## config.mk

```make
export PLATFORM = sky130hd
export DESIGN_NAME = ysyx_25060170_idu_pipe_flat
export DESIGN_NICKNAME = d
export VERILOG_FILES = /design/src/rtl/ysyx_25060170_idu_pipe_if.sv /design/src/rtl/ysyx_25060170_idu_pipe.sv /design/src/flat_wrapper.sv
export SDC_FILE = /design/constraint.sdc
export NUM_CORES = 1
export LEC_CHECK = 0
export CAP_MARGIN = 20
export CORE_AREA = 2 2 160 162
export DETAILED_ROUTE_END_ITERATION = 12
export DIE_AREA = 0 0 162 164
export PLACE_DENSITY = 0.79
export REMOVE_ABC_BUFFERS = 1
export SLEW_MARGIN = 20
export SYNTH_ARGS = -nofsm -noshare
export SYNTH_HDL_FRONTEND = slang
export SYNTH_SLANG_ARGS = --single-unit
```

## constraint.sdc

```tcl
create_clock -name clk -period 2.7 [get_ports clk]
set_input_delay 0.54 -clock clk [delete_from_list [all_inputs] [get_ports clk]]
set_output_delay 0.54 -clock clk [all_outputs]
set_load 0.005 [all_outputs]
```

## src/rtl/ysyx_25060170_idu_pipe_if.sv

```systemverilog
// Decoded-bundle channel from the decode stage to EXU.
// master = decode stage, slave = EXU.
interface ysyx_25060170_idu_pipe_if #(
  parameter int XLEN = 32
);
  logic            out_valid_o;
  logic            out_ready_i;
  logic [XLEN-1:0] out_pc_o;
  logic [4:0]      alu_op_o;
  logic [XLEN-1:0] op1_o;
  logic [XLEN-1:0] op2_o;
  logic [XLEN-1:0] imm_o;
  logic [XLEN-1:0] rs2_data_o;
  logic [4:0]      rd_addr_o;
  logic            reg_we_o;
  logic [1:0]      wb_sel_o;
  logic            mem_re_o;
  logic            mem_we_o;
  logic [2:0]      mem_size_o;
  logic            jal_o;
  logic            jalr_o;
  logic            branch_o;
  logic [2:0]      br_func_o;
  logic            illegal_o;

  modport master (
    output out_valid_o, out_pc_o, alu_op_o,
    output op1_o, op2_o, imm_o, rs2_data_o,
    output rd_addr_o, reg_we_o, wb_sel_o,
    output mem_re_o, mem_we_o, mem_size_o,
    output jal_o, jalr_o, branch_o, br_func_o,
    output illegal_o,
    input  out_ready_i
  );

  modport slave (
    input  out_valid_o, out_pc_o, alu_op_o,
    input  op1_o, op2_o, imm_o, rs2_data_o,
    input  rd_addr_o, reg_we_o, wb_sel_o,
    input  mem_re_o, mem_we_o, mem_size_o,
    input  jal_o, jalr_o, branch_o, br_func_o,
    input  illegal_o,
    output out_ready_i
  );
endinterface

```

## src/rtl/ysyx_25060170_idu_pipe.sv

```systemverilog
// Registered RV32I decode stage with ebreak halt FSM and flush.
// Define YSYX_IDU_RV32M_EN to decode the M-extension OP encodings.
module ysyx_25060170_idu_pipe #(
  parameter int              XLEN     = 32,
  parameter int              GPR_NUM  = 32,
  parameter logic [XLEN-1:0] RESET_PC = 32'h8000_0000
) (
  input  logic            clk,
  input  logic            rst_n,
  input  logic            in_valid_i,
  output logic            in_ready_o,
  input  logic [XLEN-1:0] pc_i,
  input  logic [31:0]     inst_i,
  output logic [4:0]      rs1_raddr_o,
  output logic [4:0]      rs2_raddr_o,
  input  logic [XLEN-1:0] reg1_rdata_i,
  input  logic [XLEN-1:0] reg2_rdata_i,
  input  logic            flush_i,
  ysyx_25060170_idu_pipe_if.master out_if,
  output logic            halt_o,
  output logic [XLEN-1:0] halt_pc_o,
  output logic [XLEN-1:0] halt_code_o
);

  localparam logic [5:0] GPR_LIM = 6'(GPR_NUM);
  localparam logic [4:0] ALU_ADD  = 5'd0;
  localparam logic [4:0] ALU_SUB  = 5'd1;
  localparam logic [4:0] ALU_SLL  = 5'd2;
  localparam logic [4:0] ALU_SLT  = 5'd3;
  localparam logic [4:0] ALU_SLTU = 5'd4;
  localparam logic [4:0] ALU_XOR  = 5'd5;
  localparam logic [4:0] ALU_SRL  = 5'd6;
  localparam logic [4:0] ALU_SRA  = 5'd7;
  localparam logic [4:0] ALU_OR   = 5'd8;
  localparam logic [4:0] ALU_AND  = 5'd9;

  typedef enum logic {RUN, HALT} state_t;

  typedef struct packed {
    logic [XLEN-1:0] pc;
    logic [4:0]      alu_op;
    logic [XLEN-1:0] op1;
    logic [XLEN-1:0] op2;
    logic [XLEN-1:0] imm;
    logic [XLEN-1:0] rs2_data;
    logic [4:0]      rd;
    logic            reg_we;
    logic [1:0]      wb_sel;
    logic            mem_re;
    logic            mem_we;
    logic [2:0]      mem_size;
    logic            jal;
    logic            jalr;
    logic            branch;
    logic [2:0]      br_func;
    logic            illegal;
  } bundle_t;

  state_t  state;
  logic    out_valid_q;
  bundle_t q;
  bundle_t d;

  logic [6:0]  opc;
  logic [4:0]  rd;
  logic [4:0]  rs1;
  logic [4:0]  rs2;
  logic [2:0]  f3;
  logic [6:0]  f7;
  logic [31:0] imm_i;
  logic [31:0] imm_s;
  logic [31:0] imm_b;
  logic [31:0] imm_u;
  logic [31:0] imm_j;
  logic        is_ebreak;
  logic        xfer;

  logic known;
  logic f7_ok;
  logic use_rd;
  logic use_rs1;
  logic use_rs2;
  logic bad_reg;

  assign opc = inst_i[6:0];
  assign rd  = inst_i[11:7];
  assign f3  = inst_i[14:12];
  assign rs1 = inst_i[19:15];
  assign rs2 = inst_i[24:20];
  assign f7  = inst_i[31:25];

  assign imm_i = {{20{inst_i[31]}}, inst_i[31:20]};
  assign imm_s = {{20{inst_i[31]}}, inst_i[31:25],
                  inst_i[11:7]};
  assign imm_b = {{19{inst_i[31]}}, inst_i[31], inst_i[7],
                  inst_i[30:25], inst_i[11:8], 1'b0};
  assign imm_u = {inst_i[31:12], 12'b0};
  assign imm_j = {{11{inst_i[31]}}, inst_i[31],
                  inst_i[19:12], inst_i[20],
                  inst_i[30:21], 1'b0};

  assign is_ebreak = (inst_i == 32'h0010_0073);

  // ebreak reports a0 as its exit code, so steer port 1 at x10
  assign rs1_raddr_o = is_ebreak ? 5'd10 : rs1;
  assign rs2_raddr_o = rs2;

  assign in_ready_o = (state == RUN) && !flush_i &&
                      (!out_valid_q || out_if.out_ready_i);
  assign xfer = in_valid_i && in_ready_o;

  function automatic logic [4:0] alu_of(
    input logic [2:0] fn,
    input logic       alt
  );
    logic [4:0] r;
    unique case (fn)
      3'b000: r = alt ? ALU_SUB : ALU_ADD;
      3'b001: r = ALU_SLL;
      3'b010: r = ALU_SLT;
      3'b011: r = ALU_SLTU;
      3'b100: r = ALU_XOR;
      3'b101: r = alt ? ALU_SRA : ALU_SRL;
      3'b110: r = ALU_OR;
      3'b111: r = ALU_AND;
    endcase
    return r;
  endfunction

  always_comb begin
    d        = '0;
    d.pc     = pc_i;
    d.rs2_data = reg2_rdata_i;
    known    = 1'b1;
    f7_ok    = 1'b1;
    use_rd   = 1'b0;
    use_rs1  = 1'b0;
    use_rs2  = 1'b0;
    unique case (1'b1)
      opc == 7'b0110111: begin
        d.op2 = imm_u; d.imm = imm_u;
        d.reg_we = 1'b1; use_rd = 1'b1;
      end
      opc == 7'b0010111: begin
        d.op1 = pc_i; d.op2 = imm_u; d.imm = imm_u;
        d.reg_we = 1'b1; use_rd = 1'b1;
      end
      opc == 7'b1101111: begin
        d.op1 = pc_i; d.op2 = 32'd4; d.imm = imm_j;
        d.wb_sel = 2'd2; d.reg_we = 1'b1; d.jal = 1'b1;
        use_rd = 1'b1;
      end
      opc == 7'b1100111: begin
        d.op1 = pc_i; d.op2 = 32'd4; d.imm = imm_i;
        d.wb_sel = 2'd2; d.reg_we = 1'b1; d.jalr = 1'b1;
        use_rd = 1'b1; use_rs1 = 1'b1;
      end
      opc == 7'b1100011: begin
        d.op1 = reg1_rdata_i; d.op2 = reg2_rdata_i;
        d.imm = imm_b; d.alu_op = ALU_SUB;
        d.branch = 1'b1; d.br_func = f3;
        use_rs1 = 1'b1; use_rs2 = 1'b1;
      end
      opc == 7'b0000011: begin
        d.op1 = reg1_rdata_i; d.op2 = imm_i; d.imm = imm_i;
        d.reg_we = 1'b1; d.mem_re = 1'b1; d.wb_sel = 2'd1;
        d.mem_size = f3;
        use_rd = 1'b1; use_rs1 = 1'b1;
      end
      opc == 7'b0100011: begin
        d.op1 = reg1_rdata_i; d.op2 = imm_s; d.imm = imm_s;
        d.mem_we = 1'b1; d.mem_size = f3;
        use_rs1 = 1'b1; use_rs2 = 1'b1;
      end
      opc == 7'b0010011: begin
        d.op1 = reg1_rdata_i; d.imm = imm_i;
        d.op2 = (f3[1:0] == 2'b01) ?
                {27'b0, imm_i[4:0]} : imm_i;
        d.alu_op = alu_of(f3, (f3 == 3'b101) && inst_i[30]);
        d.reg_we = 1'b1;
        use_rd = 1'b1; use_rs1 = 1'b1;
        if (f3 == 3'b001)
          f7_ok = (f7 == 7'b0000000);
        else if (f3 == 3'b101)
          f7_ok = (f7 == 7'b0000000) || (f7 == 7'b0100000);
      end
      opc == 7'b0110011: begin
        d.op1 = reg1_rdata_i; d.op2 = reg2_rdata_i;
        d.reg_we = 1'b1;
        use_rd = 1'b1; use_rs1 = 1'b1; use_rs2 = 1'b1;
        unique case (f7)
          7'b0000000: d.alu_op = alu_of(f3, 1'b0);
          7'b0100000: begin
            d.alu_op = alu_of(f3, 1'b1);
            f7_ok = (f3 == 3'b000) || (f3 == 3'b101);
          end
          7'b0000001: begin
`ifdef YSYX_IDU_RV32M_EN
            d.alu_op = {2'b10, f3};
`else
            f7_ok = 1'b0;
`endif
          end
          default: f7_ok = 1'b0;
        endcase
      end
      default: known = 1'b0;
    endcase

    if (use_rd) d.rd = rd;
    bad_reg = (use_rd  && ({1'b0, rd}  >= GPR_LIM)) ||
              (use_rs1 && ({1'b0, rs1} >= GPR_LIM)) ||
              (use_rs2 && ({1'b0, rs2} >= GPR_LIM));
    d.illegal = !known || !f7_ok || bad_reg;

    if (d.illegal) begin
      d.alu_op = ALU_ADD;
      d.reg_we = 1'b0;
      d.mem_re = 1'b0;
      d.mem_we = 1'b0;
      d.jal    = 1'b0;
      d.jalr   = 1'b0;
      d.branch = 1'b0;
    end
    if (d.rd == 5'd0) d.reg_we = 1'b0;
  end

  always_ff @(posedge clk or negedge rst_n) begin
    if (!rst_n) begin
      state       <= RUN;
      out_valid_q <= 1'b0;
      q           <= '0;
      halt_o      <= 1'b0;
      halt_pc_o   <= RESET_PC;
      halt_code_o <= '0;
    end else begin
      if (flush_i)
        out_valid_q <= 1'b0;
      else if (xfer)
        out_valid_q <= !is_ebreak;
      else if (out_if.out_ready_i)
        out_valid_q <= 1'b0;

      if (xfer && !is_ebreak) q <= d;

      if (xfer && is_ebreak) begin
        state       <= HALT;
        halt_o      <= 1'b1;
        halt_pc_o   <= pc_i;
        halt_code_o <= reg1_rdata_i;
      end
    end
  end

  assign out_if.out_valid_o = out_valid_q;
  assign out_if.out_pc_o    = q.pc;
  assign out_if.alu_op_o    = q.alu_op;
  assign out_if.op1_o       = q.op1;
  assign out_if.op2_o       = q.op2;
  assign out_if.imm_o       = q.imm;
  assign out_if.rs2_data_o  = q.rs2_data;
  assign out_if.rd_addr_o   = q.rd;
  assign out_if.reg_we_o    = q.reg_we;
  assign out_if.wb_sel_o    = q.wb_sel;
  assign out_if.mem_re_o    = q.mem_re;
  assign out_if.mem_we_o    = q.mem_we;
  assign out_if.mem_size_o  = q.mem_size;
  assign out_if.jal_o       = q.jal;
  assign out_if.jalr_o      = q.jalr;
  assign out_if.branch_o    = q.branch;
  assign out_if.br_func_o   = q.br_func;
  assign out_if.illegal_o   = q.illegal;

endmodule

```

## src/flat_wrapper.sv

```systemverilog
// flat-port wrapper written by rule: the top's interface ports become plain ports
module ysyx_25060170_idu_pipe_flat 
#(
  parameter int              XLEN     = 32,
  parameter int              GPR_NUM  = 32,
  parameter logic [XLEN-1:0] RESET_PC = 32'h8000_0000
)
  (clk, rst_n, in_valid_i, in_ready_o, pc_i, inst_i, rs1_raddr_o, rs2_raddr_o, reg1_rdata_i, reg2_rdata_i, flush_i, halt_o, halt_pc_o, halt_code_o, out_if_out_valid_o, out_if_out_pc_o, out_if_alu_op_o, out_if_op1_o, out_if_op2_o, out_if_imm_o, out_if_rs2_data_o, out_if_rd_addr_o, out_if_reg_we_o, out_if_wb_sel_o, out_if_mem_re_o, out_if_mem_we_o, out_if_mem_size_o, out_if_jal_o, out_if_jalr_o, out_if_branch_o, out_if_br_func_o, out_if_illegal_o, out_if_out_ready_i);
  ysyx_25060170_idu_pipe_if #(.XLEN(XLEN)) out_if_i ();
  input  logic clk;
  input  logic rst_n;
  input  logic in_valid_i;
  output logic in_ready_o;
  input  logic [XLEN-1:0] pc_i;
  input  logic [31:0] inst_i;
  output logic [4:0] rs1_raddr_o;
  output logic [4:0] rs2_raddr_o;
  input  logic [XLEN-1:0] reg1_rdata_i;
  input  logic [XLEN-1:0] reg2_rdata_i;
  input  logic flush_i;
  output logic halt_o;
  output logic [XLEN-1:0] halt_pc_o;
  output logic [XLEN-1:0] halt_code_o;
  output wire logic [$bits(out_if_i.out_valid_o)-1:0] out_if_out_valid_o;
  output wire logic [$bits(out_if_i.out_pc_o)-1:0] out_if_out_pc_o;
  output wire logic [$bits(out_if_i.alu_op_o)-1:0] out_if_alu_op_o;
  output wire logic [$bits(out_if_i.op1_o)-1:0] out_if_op1_o;
  output wire logic [$bits(out_if_i.op2_o)-1:0] out_if_op2_o;
  output wire logic [$bits(out_if_i.imm_o)-1:0] out_if_imm_o;
  output wire logic [$bits(out_if_i.rs2_data_o)-1:0] out_if_rs2_data_o;
  output wire logic [$bits(out_if_i.rd_addr_o)-1:0] out_if_rd_addr_o;
  output wire logic [$bits(out_if_i.reg_we_o)-1:0] out_if_reg_we_o;
  output wire logic [$bits(out_if_i.wb_sel_o)-1:0] out_if_wb_sel_o;
  output wire logic [$bits(out_if_i.mem_re_o)-1:0] out_if_mem_re_o;
  output wire logic [$bits(out_if_i.mem_we_o)-1:0] out_if_mem_we_o;
  output wire logic [$bits(out_if_i.mem_size_o)-1:0] out_if_mem_size_o;
  output wire logic [$bits(out_if_i.jal_o)-1:0] out_if_jal_o;
  output wire logic [$bits(out_if_i.jalr_o)-1:0] out_if_jalr_o;
  output wire logic [$bits(out_if_i.branch_o)-1:0] out_if_branch_o;
  output wire logic [$bits(out_if_i.br_func_o)-1:0] out_if_br_func_o;
  output wire logic [$bits(out_if_i.illegal_o)-1:0] out_if_illegal_o;
  input wire logic [$bits(out_if_i.out_ready_i)-1:0] out_if_out_ready_i;
  assign out_if_out_valid_o = out_if_i.out_valid_o;
  assign out_if_out_pc_o = out_if_i.out_pc_o;
  assign out_if_alu_op_o = out_if_i.alu_op_o;
  assign out_if_op1_o = out_if_i.op1_o;
  assign out_if_op2_o = out_if_i.op2_o;
  assign out_if_imm_o = out_if_i.imm_o;
  assign out_if_rs2_data_o = out_if_i.rs2_data_o;
  assign out_if_rd_addr_o = out_if_i.rd_addr_o;
  assign out_if_reg_we_o = out_if_i.reg_we_o;
  assign out_if_wb_sel_o = out_if_i.wb_sel_o;
  assign out_if_mem_re_o = out_if_i.mem_re_o;
  assign out_if_mem_we_o = out_if_i.mem_we_o;
  assign out_if_mem_size_o = out_if_i.mem_size_o;
  assign out_if_jal_o = out_if_i.jal_o;
  assign out_if_jalr_o = out_if_i.jalr_o;
  assign out_if_branch_o = out_if_i.branch_o;
  assign out_if_br_func_o = out_if_i.br_func_o;
  assign out_if_illegal_o = out_if_i.illegal_o;
  assign out_if_i.out_ready_i = out_if_out_ready_i;
  ysyx_25060170_idu_pipe #(.XLEN(XLEN), .GPR_NUM(GPR_NUM), .RESET_PC(RESET_PC)) u_core (.clk(clk), .rst_n(rst_n), .in_valid_i(in_valid_i), .in_ready_o(in_ready_o), .pc_i(pc_i), .inst_i(inst_i), .rs1_raddr_o(rs1_raddr_o), .rs2_raddr_o(rs2_raddr_o), .reg1_rdata_i(reg1_rdata_i), .reg2_rdata_i(reg2_rdata_i), .flush_i(flush_i), .out_if(out_if_i), .halt_o(halt_o), .halt_pc_o(halt_pc_o), .halt_code_o(halt_code_o));
endmodule
```

## Word level (Yosys, flattened, before mapping)

Memory sizes are Yosys's and may differ from the RTL's.
Index checks and enable logic that the tools add are counted.

| operators by class | value |
|---|---|
| bitwise gates (word level) | 1 |
| eq/ne operators | 19 |
| mux-type cells | 32 |
| reductions and logical operators | 28 |

Operators with widths:

| cell | number |
|---|---|
| $pmux 32 s6 | 1 |
| $pmux 32 s5 | 1 |
| $pmux 32 s2 | 1 |
| $pmux 5 s8 | 1 |
| $eq 32x21->1 const B | 1 |
| $mux 32 | 1 |
| $eq 7x6->1 const B | 4 |
| $eq 7x7->1 const B | 3 |
| $mux 1 | 15 |
| $mux 5 | 3 |
| $pmux 5 s3 | 1 |
| $eq 7x5->1 const B | 2 |
| $eq 3x3->1 const B | 4 |
| $pmux 5 s2 | 1 |
| $reduce_or 9->1 | 1 |
| $reduce_or 2->1 | 4 |
| $eq 7x2->1 const B | 1 |
| $logic_not 7->1 | 1 |
| $reduce_or 7->1 | 1 |
| $eq 3x2->1 const B | 2 |
| $logic_and 1x1->1 | 6 |
| $mux 3 | 2 |
| $reduce_or 3->1 | 2 |
| $logic_not 1->1 | 5 |
| 12 further kinds | 16 |

| word-level totals | value |
|---|---|
| memory bits (read-only) | 64 |
| output and inout port bits | 262 |
| word-level logic and storage cells | 103 |
| input bits | 133 |
| bits in registers | 251 |
| memories | 2 |

Memory list:

| name | depth | width | rd ports | clocked after Yosys merged registers in | wr ports | RTL line | text |
|---|---|---|---|---|---|---|---|
| (name not given) | 8 | 4 | 1 | 0 | 0 | ysyx_25060170_idu_pipe.sv:117 | `unique case (fn)` |
| (name not given) | 8 | 4 | 1 | 0 | 0 | ysyx_25060170_idu_pipe.sv:117 |  |

## Longest topological paths before layout

Gate-level depths: netlist of run 1.

| logic depth | value |
|---|---|
| depth in word-level cells | 9 |
| gate-level depth with buffers | 12 |
| depth with buffers taken out | 7 |

## Worst setup path before layout of run 1

OpenSTA, ideal clock, no wires.

| path | value |
|---|---|
| path kind | in2reg |
| start | input inst_i[13] |
| end | register u_core.q, in the netlist u_core.out_if.out_pc_o[0] |
| data arrival time | 2.502 ns |
| buffers on the path | 4 |
| library setup time | 0.127 ns |
| required time | 2.573 ns |
| stages | 11 |
| setup slack | 0.071 ns |
| cells stage by stage | clkbuf_1 > inv_1 > ha_1 > nor4b_2 > nand4_1 > nor4_4 > nand2b_1 > buf_4 > buf_6 > buf_6 > mux2_1 |

| on the way | value |
|---|---|
| longest elaborated chain between the ends | 3 |

RTL lines:

| what | RTL line | text |
|---|---|---|
| start, declared | flat_wrapper.sv:15 | `input logic [31:0] inst_i;` |
| $eq 32x21->1 | ysyx_25060170_idu_pipe.sv:102 | `assign is_ebreak = (inst_i == 32'h0010_0073);` |
| $logic_not 1->1 | ysyx_25060170_idu_pipe.sv:244 | `if (xfer && !is_ebreak) q <= d;` |
| $logic_and 1x1->1 | ysyx_25060170_idu_pipe.sv:244 |  |
| end signal, assigned | ysyx_25060170_idu_pipe.sv:232 | `q <= '0;` |
| end signal, assigned | ysyx_25060170_idu_pipe.sv:244 |  |
| end, declared | ysyx_25060170_idu_pipe.sv:61 | `bundle_t q;` |

Every way passes these cells.
A chain may end at the register's enable or synchronous reset.

## Final worst setup path of run 1

| path | value |
|---|---|
| start | input inst_i[12] |
| end | register u_core.q, in the netlist u_core.out_if.alu_op_o[0] |

| on the way | value |
|---|---|
| longest elaborated chain between the ends | 7 |
| elaborated cells on any way between the ends | 27 |
| classes of those cells | 8 x eq/ne; 10 x mux; 7 x reduce/logical; 2 x memory |

RTL lines:

| what |
|---|
| parallel branches: the longest is 7 deep, another holds $pmux 5 s8 |

Several ways; the timed one is not identified. The select of a mux whose other input is x is not followed.

==> results of run 1 <==
layout by cell type (no fill, tap or decap), types with 20 or more instances in the layout:
| master | count |
|---|---|
| dfrtp_1 | 249 |
| a22o_1 | 44 |
| clkbuf_16 | 30 |
| o21ai_0 | 25 |
| nand2_1 | 47 |
| o2bb2ai_1 | 32 |
| a21oi_1 | 20 |
| mux2_2 | 102 |
| buf_4 | 95 |
| clkdlybuf4s50_1 | 364 |
| a221oi_1 | 21 |
| mux2_1 | 79 |
synth_stat cells (all sizes together) (4+ instances only):
| library cell | number |
|---|---|
| mux2i | 10 |
| a22oi | 6 |
| a22o | 44 |
| o21ai | 26 |
| nor2 | 16 |
| mux2 | 181 |
| ha | 5 |
| clkbuf | 34 |
| or2 | 7 |
| buf | 35 |
| inv | 19 |
| a32o | 5 |
| and3 | 4 |
| o2bb2ai | 38 |
| nor4 | 4 |
| a221oi | 21 |
| a21oi | 21 |
| nand2b | 5 |
| nand2 | 50 |
| nor3 | 10 |
| dfrtp | 249 |
stage by stage:
stage | instance area, um^2 | total power [uW] | utilization, %
after floorplan | 10600 | 4440 | -
after global routing | 17100 | 9820 | 69.1
after detailed placement | 15800 | 5420 | 63.8
after CTS | 17000 | 9530 | 68.7
final | 17100 | 9480 | 69.1
after global placement | 15800 | 5390 | 63.8
power by group:
group	switching [uW]	internal, uW
sequential	105	3940
clock	1590	2510
combinational	551	791
worst max-delay path: stages:
cell and delay (ns):
buf_6 0.07, inv_2 0.04, buf_4 0.12, buf_4 0.12, buf_4 0.12, buf_4 0.12, buf_4 0.12, buf_4 0.12
buf_4 0.12, buf_4 0.12, buf_4 0.12, buf_4 0.12, buf_4 0.14, ha_4 0.16, inv_2 0.05, mux4_2 0.22
nor2_1 0.03, or3_1 0.38, a32o_1 0.22
worst min path at each step:
stage / to / slack [ns] / depth (start not counted)
after floorplan: u_core.halt_code_o[0] / 0.24 / 0
after global placement: u_core.halt_code_o[5] / 0.47 / 1
after detailed placement: u_core.out_if.op2_o[15] / 0.47 / 1
after CTS: u_core.out_if.op2_o[20] / 0.49 / 1
after global routing: u_core.out_if.mem_size_o[0] / 0.44 / 4
final: u_core.out_if.br_func_o[0] / 0.42 / 4
area by class of cell:
class | count | area, um^2 | area share (%)
tap | 330 | 413 | 2.41
sequential | 250 | 6260 | 36.5
clock inverter | 12 | 183 | 1.07
timing repair buffer | 509 | 5020 | 29.3
inverter | 19 | 71.3 | 0.416
antenna | 1 | 2.50 | 0.0146
clock buffer | 39 | 822 | 4.79
multi-input combinational | 493 | 4380 | 25.5
what timing repair did:
action	CTS	global route
hold endpoints to repair	50	0
cloned	0	3
endpoints found under the setup margin	2	49
gates resized for setup	41	33
hold buffers	1	0
pin swaps	9	15
buffers inserted	24	1
flip-flops by register name, summed over array words and instances (netlist names), 2 cells and up:
signal / flops
u_core.halt_code_o: 32
u_core.halt_pc_o: 32
u_core.out_if.alu_op_o: 4
u_core.out_if.br_func_o: 3
u_core.out_if.imm_o: 32
u_core.out_if.mem_size_o: 3
u_core.out_if.op1_o: 32
u_core.out_if.op2_o: 32
u_core.out_if.out_pc_o: 32
u_core.out_if.rd_addr_o: 5
u_core.out_if.rs2_data_o: 32
u_core.out_if.wb_sel_o: 2
logic make-up after synthesis:
| logic type | Yosys count |
|---|---|
| AO/OA/AOI/OAI | 175 |
| other | 1 |
| AND/OR/NAND/NOR | 119 |
| XOR/XNOR | 1 |
| buffers and inverters | 88 |
| multiplexers | 192 |
| adder cells (fa/ha/maj) | 5 |
| flip-flops | 250 |
layer usage:
layer	vias to the layer above	GRT usage [%]
met3	82	8.31
met4	0	9.65
met5	-	0
li1	3995	-
met1	4585	32.9
met2	419	47.1
==> run_results.csv, run 1 <==
group,metric,value,unit
detailed_routing,drt-total-wl,37.6,mm
status,outcome,"complete, no violations",
yosys,synth.distinct_cells,59,
detailed_routing,wl_met3,3.27,mm
detailed_routing,postRouteAntennaNets,0,
detailed_routing,drc,0,
cells_and_area,nNetsFinal,1439,
sta,timing.fmax,379,MHz
sta,skew,0.0100,ns
detailed_routing,drt-pass1-iter-count,7,
floorplan,num_io_pins,395,
grt,grt_pass1_vias,9537,
cells_and_area,drive_gt1_share,24.0,%
sta,holdWs,0.419,ns
placed_design,place_ws,-0.565,ns
worst_setup_path,end_kind,"flop",
grt,grt_remaining_overflow,0,
worst_setup_path,required,3.13,ns
sta,period_share,97.7,%
worst_setup_path,crit_arrival,3.07,ns
power,peakVddDrop,0.530,mV
power,p_per_area,553,mW/mm^2
sta,setup-tns-final,0,ns
hold_path,hold_path_class,"in -> reg",
clock_tree,clock_latency,0.55,ns
yosys,synth_adder_area_share,0.569,%
detailed_routing,vias,9081,
sta,setup_ws,0.0611,ns
grt,grt_pass1_wl,56.2,mm
yosys,synth.top_cell.area_share,56.7,%
placed_design,post-place-cells,1573,
clock_tree,cts_tree,"done",
yosys,ys_seq_area_share,56.9,%
clock_tree,htreeDepth,1,
floorplan,core,0.0248,mm^2
detailed_routing,drt-met1-wl,14.4,mm
clock_tree,root_buffer,"clkbuf_16",
detailed_routing,via_per_inst,5.49,
floorplan,dieWidth,162,um
cells_and_area,fillerInstances,1800,
placed_design,place_congestion,0.861,
yosys,synth_edf_count,0,
clock_tree,path_clk_slew,0.06,ns
sta,setup_viol,0,
sta,max_slew_margin,64.1,%
sta,timing_hold_violations_final,0,
grt,grt_max_degree,82,
yosys,synth.area.mux_share,19.7,%
detailed_routing,topRoutingLayerUsed,"met4",
yosys,synth_area,0.0110,mm^2
power,p_leak,0.00767,uW
sta,drv_slew,0,
placed_design,io_buffers,393,
yosys,synthCells,831,
worst_setup_path,r2r_slack,0.64,ns
yosys,synth_seq_cells,250,
floorplan,dieArea,0.0266,mm^2
cells_and_area,area_delta_synth_final,56.1,%
floorplan,die_y,164,um
clock_tree,cts_buffer_depth,3,
grt,antenna_found_initial,1,
clock_tree,cts_buffers,28,
floorplan,start_util,44.3,%
floorplan,rows,58,
yosys,synth_compound_area_share,12.6,%
detailed_routing,wl_per_cell,22.7,um
sta,max_slew.worst_pin.slew,0.536,ns
cells_and_area,final-instance-count-excl-fill,1653,
yosys,syn_avg_cell_area,13.2,um^2
run,cap_violations,0,
worst_setup_path,endpoint,"u_core.out_if.alu_op_o[0]",
worst_setup_path,criticalPathCategory,"in -> reg",
yosys,postSynth.asyncResetShare,100,%
worst_setup_path,reg2reg_to,"u_core.halt_pc_o[6]",
yosys,synth_top_family_by_area,"multiplexers",
worst_setup_path,rr_worst_depth,6,
worst_setup_path,critical_path.max_fanout,2,
yosys,synthTopCellsByArea,"dfrtp_1 (57%), mux2_2 (10%), mux2_1 (8.1%), a22o_1 (3.5%), o2bb2ai_1 (2.6%)",
worst_setup_path,reg2reg_from,"u_core.out_if.out_valid_o",
yosys,yosysWarnings,0,
hold_path,hold_path_startpoint,"inst_i[12]",
yosys,synthFlopType,"dfrtp_1",
detailed_routing,drtIter0Drc,499,
detailed_routing,dr_wl_met2,18.5,mm
worst_setup_path,startpoint,"inst_i[12]",
sta,min_period,2.64,ns
worst_setup_path,start_kind,"primary input",
yosys,synth.largest_area_cell,"dfrtp_1",
clock_tree,cts.sinks,250,
placed_design,hpwl,26.0,mm
grt,grtUsageTotal,27.4,%
yosys,synth_xor_area_share,0.0797,%
yosys,synthSimpleGateAreaFrac,5.65,%
No activity file was read; power rests on OpenSTA's default activity.
==> inputs of run 2 (changes only) <==
Settings changed: CTS_CLUSTER_SIZE set to 16.
==> run 2 against run 1 <==
Against the previous run:
- final cell count grew 0.12%
- sequential share of layout area barely moved
- sequential power about the same
==> run_results.csv, run 2 (synthesized netlist as in run 1, its figures left out) <==
group,metric,value,unit
worst_setup_path,critical_path.max_stage_delay,0.39,ns
grt,grt_remaining_overflow,0,
cells_and_area,nNetsFinal,1439,
worst_setup_path,crit_cells,19,
worst_setup_path,critical-path-top-delay-family,"buffers and inverters",
grt,grtUsageTotal,27.7,%
clock_tree,clock_latency,0.55,ns
sta,skew,0.00649,ns
detailed_routing,wl_per_cell,22.8,um
cells_and_area,fillerInstances,1800,
power,p_leak,0.00766,uW
detailed_routing,drtIter0Drc,515,
floorplan,num_io_pins,395,
cells_and_area,multi_input_area,0.00438,mm^2
clock_tree,cts_tree,"done",
grt,grt_pass1_vias,9536,
worst_setup_path,required,3.13,ns
grt,grt_max_degree,82,
worst_setup_path,end_kind,"flop",
sta,timing.fmax,379,MHz
floorplan,dieArea,0.0266,mm^2
clock_tree,htreeDepth,1,
sta,max_slew_margin,66.0,%
floorplan,start_util,44.3,%
detailed_routing,via_per_inst,5.49,
clock_tree,cts_buffers,28,
sta,max_slew.worst_pin.slew,0.508,ns
worst_setup_path,startpoint,"inst_i[12]",
sta,setup_ws,0.0637,ns
sta,setup-tns-final,0,ns
detailed_routing,drc,0,
cells_and_area,layout_commonest_cell,"clkdlybuf4s50_1",
sta,drv_slew,0,
placed_design,place_congestion,0.861,
floorplan,dieWidth,162,um
cells_and_area,area_delta_synth_final,55.9,%
grt,antenna_found_initial,2,
worst_setup_path,start_kind,"primary input",
worst_setup_path,cp_slowest_cell,"or3_1",
worst_setup_path,rr_worst_depth,6,
cells_and_area,regArea,0.00626,mm^2
sta,min_period,2.64,ns
floorplan,die_y,164,um
hold_path,hold_path_class,"in -> reg",
placed_design,place_ws,-0.565,ns
placed_design,hpwl,26.0,mm
sta,timing_hold_violations_final,0,
worst_setup_path,endpoint,"u_core.out_if.alu_op_o[0]",
worst_setup_path,criticalPathCategory,"in -> reg",
clock_tree,path_clk_slew,0.06,ns
cells_and_area,layout_common_cells,"clkdlybuf4s50_1 (364), dfrtp_1 (249), mux2_2 (102), buf_4 (95), mux2_1 (79)",
worst_setup_path,reg2reg_to,"u_core.halt_code_o[6]",
floorplan,core,0.0248,mm^2
worst_setup_path,cp_cell_sequence,"buf_6, inv_2, buf_4, buf_4, buf_4, buf_4, buf_4, buf_4, buf_4, buf_4, buf_4, buf_4, buf_4, ha_4, inv_2, mux4_2, nor2_1, or3_1, a32o_1",
clock_tree,root_buffer,"clkbuf_16",
worst_setup_path,crit_path_frequent_cell,"buf_4",
clock_tree,cts.sinks,250,
worst_setup_path,crit_buf_inv,14,
power,p_per_area,549,mW/mm^2
worst_setup_path,critical_path.max_fanout,2,
sta,period_share,97.6,%
clock_tree,cts_buffer_depth,3,
run,cap_violations,0,
floorplan,rows,58,
detailed_routing,drt-pass1-iter-count,6,
cells_and_area,drive_gt1_share,24.0,%
worst_setup_path,crit_arrival,3.07,ns
worst_setup_path,reg2reg_from,"u_core.out_if.out_valid_o",
grt,grt_pass1_wl,56.5,mm
status,outcome,"complete, no violations",
detailed_routing,vias,9093,
worst_setup_path,r2r_slack,0.60,ns
sta,setup_viol,0,
detailed_routing,postRouteAntennaNets,0,
cells_and_area,finish.utilization,69.0,%
detailed_routing,drt-total-wl,37.8,mm
placed_design,io_buffers,393,
power,peakVddDrop,0.629,mV
## run 2: changes by cell type in the layout (fill, tap and decap cells not counted), sizes merged
cell and change:
diode +2, clkbuf +1, inv +1, bufinv -1, clkinv -1
## run 2: how the worst min path moves through the flow
stage,start,endpoint,slack [ns],cells after the start
floorplan,rst_n,u_core.halt_code_o[0],0.24,0
global placement,u_core.halt_code_o[5],u_core.halt_code_o[5],0.47,1
detailed placement,u_core.out_if.op2_o[15],u_core.out_if.op2_o[15],0.47,1
CTS,u_core.out_if.op2_o[20],u_core.out_if.op2_o[20],0.49,1
global route,inst_i[12],u_core.out_if.mem_size_o[0],0.44,4
finish,inst_i[12],u_core.out_if.br_func_o[0],0.42,4
## run 2: report_power, final
part / switching [uW] / total [uW] / internal, uW
combinational: 554 / 1340 / 791
clock: 1580 / 4020 / 2440
sequential: 105 / 4050 / 3940
total: 2240 / 9410 / 7170
## run 2: layer usage
layer  vias up  wire length, um  track usage (%)
li1       3988                -                -
met4         0             1470             9.69
met2       401            18600             47.4
met3        79             3090             7.65
met1      4625            14600             33.7
met5         -                0                0
## run 2: final cells by class
cell class,instances,share of cell area [%]
timing repair buffer,509,29.3
sequential,250,36.5
clock buffer,40,4.88
antenna,3,0.0438
inverter,19,0.416
clock inverter,11,0.884
tap,330,2.41
multi-input combinational,493,25.6
## run 2: timing repair
item / 4_1_cts / 5_1_grt
endpoints found under the hold margin: 50 / 0
pin swaps: 9 / 16
hold buffers: 1 / 0
resized for setup: 41 / 33
gates cloned: 0 / 3
setup endpoints to repair: 2 / 65
setup buffers: 24 / 1
## run 2: metrics by stage
| step | power [uW] | std cells | instance area, um^2 | hold WS, ns |
|---|---|---|---|---|
| global route | 9760 | 1653 | 17100 | 0.436 |
| global placement | 5390 | 1573 | 15800 | 0.467 |
| CTS | 9470 | 1649 | 17000 | 0.491 |
| finish | 9410 | 1655 | 17100 | 0.422 |
| floorplan | 4440 | 762 | 10600 | 0.244 |
| detailed placement | 5420 | 1573 | 15800 | 0.473 |
## run 2: worst min-delay path: stages
cell     delay, ns
buf_6         0.09
buf_4         0.17
nand2_1       0.06
o21ai_0       0.06
==> inputs of run 3 (changes only) <==
Settings changed: ABC_CLOCK_PERIOD_IN_PS set to 3050, CORE_AREA 2 2 160 162 to 2 2 153 155, DIE_AREA 0 0 162 164 to 0 0 155 157, PLACE_DENSITY 0.79 to 0.86.
Clock period 2.7 ns to 3.05 ns, I/O delays scaled along.
==> run 3 against run 2 <==
Against the previous run:
- sequential cell count stayed put
- final cell count is 4.6% lower
- utilization is 4.6 points higher
- design area is 3.3% lower
- combinational power is 13% lower
==> run_results.csv, run 3 (synthesized netlist as in run 1, its figures left out) <==
group,metric,value,unit
worst_setup_path,required,2.44,ns
worst_setup_path,reg2reg_from,"u_core.out_if.out_valid_o",
placed_design,io_buffers,393,
grt,grt_max_degree,93,
sta,skew,0.00571,ns
run,cap_violations,0,
clock_tree,cts_buffers,26,
cells_and_area,area_delta_synth_final,50.8,%
floorplan,die_y,157,um
clock_tree,htreeDepth,1,
cells_and_area,fillerInstances,1457,
worst_setup_path,critical_path.max_stage_delay,0.51,ns
worst_setup_path,reg2reg_to,"u_core.out_if.op1_o[5]",
worst_setup_path,criticalPathCategory,"in -> out",
grt,antenna_found_initial,4,
worst_setup_path,crit_path_frequent_cell,"buf_4",
placed_design,hpwl,26.6,mm
grt,grt_pass1_wl,57.8,mm
grt,grt_pass1_vias,9785,
clock_tree,cts.sinks,250,
power,p_leak,0.00739,uW
sta,min_period,3.00,ns
clock_tree,cts_tree,"done",
sta,max_slew_margin,23.3,%
hold_path,hold_depth,1,
cells_and_area,drive_gt1_share,20.5,%
floorplan,num_io_pins,395,
worst_setup_path,start_kind,"primary input",
cells_and_area,layout_common_cells,"clkdlybuf4s50_1 (382), dfrtp_1 (249), mux2_2 (102), mux2_1 (79), buf_4 (78)",
sta,holdWs,0.486,ns
worst_setup_path,end_kind,"output port",
clock_tree,clock_latency,0.53,ns
sta,setup_viol,0,
hold_path,hold_path_class,"reg -> reg",
clock_tree,root_buffer,"clkbuf_16",
detailed_routing,drc,0,
grt,grtUsageTotal,30.7,%
detailed_routing,wl_per_cell,24.3,um
floorplan,start_util,48.8,%
power,total_power,7910,uW
hold_path,hold_end,"u_core.halt_pc_o[19]",
power,peakVddDrop,0.498,mV
sta,max_slew.worst_pin.slew,1.15,ns
floorplan,dieArea,0.0243,mm^2
worst_setup_path,crit_arrival,2.39,ns
detailed_routing,drtIter0Drc,469,
cells_and_area,nNetsFinal,1410,
sta,period_share,98.5,%
sta,drv_slew,0,
sta,timing.fmax,333,MHz
floorplan,dieWidth,155,um
detailed_routing,postRouteAntennaNets,0,
grt,grt_remaining_overflow,0,
cells_and_area,layout_commonest_cell,"clkdlybuf4s50_1",
detailed_routing,drt-total-wl,38.3,mm
worst_setup_path,cp_slowest_cell,"clkdlybuf4s50_1",
floorplan,core,0.0225,mm^2
power,p_per_area,477,mW/mm^2
worst_setup_path,cp_cell_sequence,"clkdlybuf4s50_1, nor3_2, nand2_1, nor4_4, buf_4, buf_4, or2_2, dlygate4sd2_1",
clock_tree,path_clk_slew,0.06,ns
floorplan,rows,55,
cells_and_area,regArea,0.00626,mm^2
placed_design,place_congestion,0.894,
detailed_routing,vias,9152,
detailed_routing,via_per_inst,5.80,
detailed_routing,drt-pass1-iter-count,5,
worst_setup_path,critical_path.max_fanout,4,
clock_tree,cts_buffer_depth,3,
worst_setup_path,rr_worst_depth,6,
worst_setup_path,r2r_slack,0.99,ns
hold_path,hold_path_startpoint,"u_core.halt_pc_o[19]",
status,outcome,"complete, no violations",
sta,timing_hold_violations_final,0,
cells_and_area,multi_input_area,0.00431,mm^2
-- run 3: cell count changes in the layout (fill, tap and decap cells not counted), sizes merged, moves of 2 or more --
| cell | before | now |
|---|---|---|
| dlygate4sd2 | 15 | 8 |
| clkdlybuf4s15 | 4 | 1 |
| clkbuf | 48 | 40 |
| buf | 116 | 89 |
| bufinv | 3 | 1 |
| clkdlybuf4s50 | 364 | 382 |
| clkinv | 7 | 5 |
-- run 3: how the worst max path moves through the flow --
stage | start | endpoint | slack (ns)
floorplan | inst_i[12] | u_core.out_if.out_pc_o[22] | -2.00
global placement | inst_i[13] | rs1_raddr_o[3] | -0.42
detailed placement | inst_i[13] | rs1_raddr_o[3] | -0.42
CTS | inst_i[22] | rs1_raddr_o[3] | 0.001
global route | inst_i[10] | rs1_raddr_o[3] | -0.05
finish | inst_i[10] | rs1_raddr_o[1] | 0.05
-- run 3: cell type report --
class	count	area share (%)
diodes	4	0.0604
clock buffers	40	4.73
clock inverters	6	0.332
inverters	19	0.430
multi-input cells	493	26.0
flip-flops and latches	250	37.8
well taps	285	2.15
repair buffers	482	28.5
-- run 3: critical path: cells and delay by family --
| family | cells | cell delay [ns] |
|---|---|---|
| AND/OR/NAND/NOR | 4 | 0.78 |
| buffers and inverters | 4 | 0.99 |
-- run 3: through the flow --
stage | std cells | util, % | setup TNS [ns] | setup WS [ns] | cell area (um^2)
finish | 1579 | 73.7 | 0 | 0.0465 | 16600
global route | 1579 | 73.7 | -0.0903 | -0.0454 | 16600
CTS | 1575 | 73.5 | 0 | 0.00121 | 16500
detailed placement | 1521 | 69.5 | -43.88 | -0.420 | 15600
global placement | 1521 | 69.5 | -41.06 | -0.421 | 15600
floorplan | 762 | - | -378.20 | -2.00 | 10600
-- run 3: routing by layer --
layer / routed length, um / vias to the layer above / global-route usage (%) / part of all wire [%]
li1: - / 3942 / - / -
met1: 13700 / 4664 / 35.6 / 36
met2: 19300 / 459 / 53.1 / 50
met3: 3780 / 87 / 10.0 / 9.9
met4: 1570 / 0 / 12.0 / 4.1
met5: 0 / - / 0 / 0
-- run 3: timing repair --
action | in CTS | in global routing
endpoints found under the setup margin | 2 | 2
pin swaps | 5 | 4
buffers inserted | 7 | 0
endpoints found under the hold margin | 35 | 0
hold buffers | 1 | 0
resized for setup | 15 | 4
-- run 3: report_power, final --
group	total [uW]	switching, uW	internal [uW]
Sequential	3580	95.0	3490
Combinational	1160	478	683
Clock	3170	1320	1840
Total	7910	1900	6010
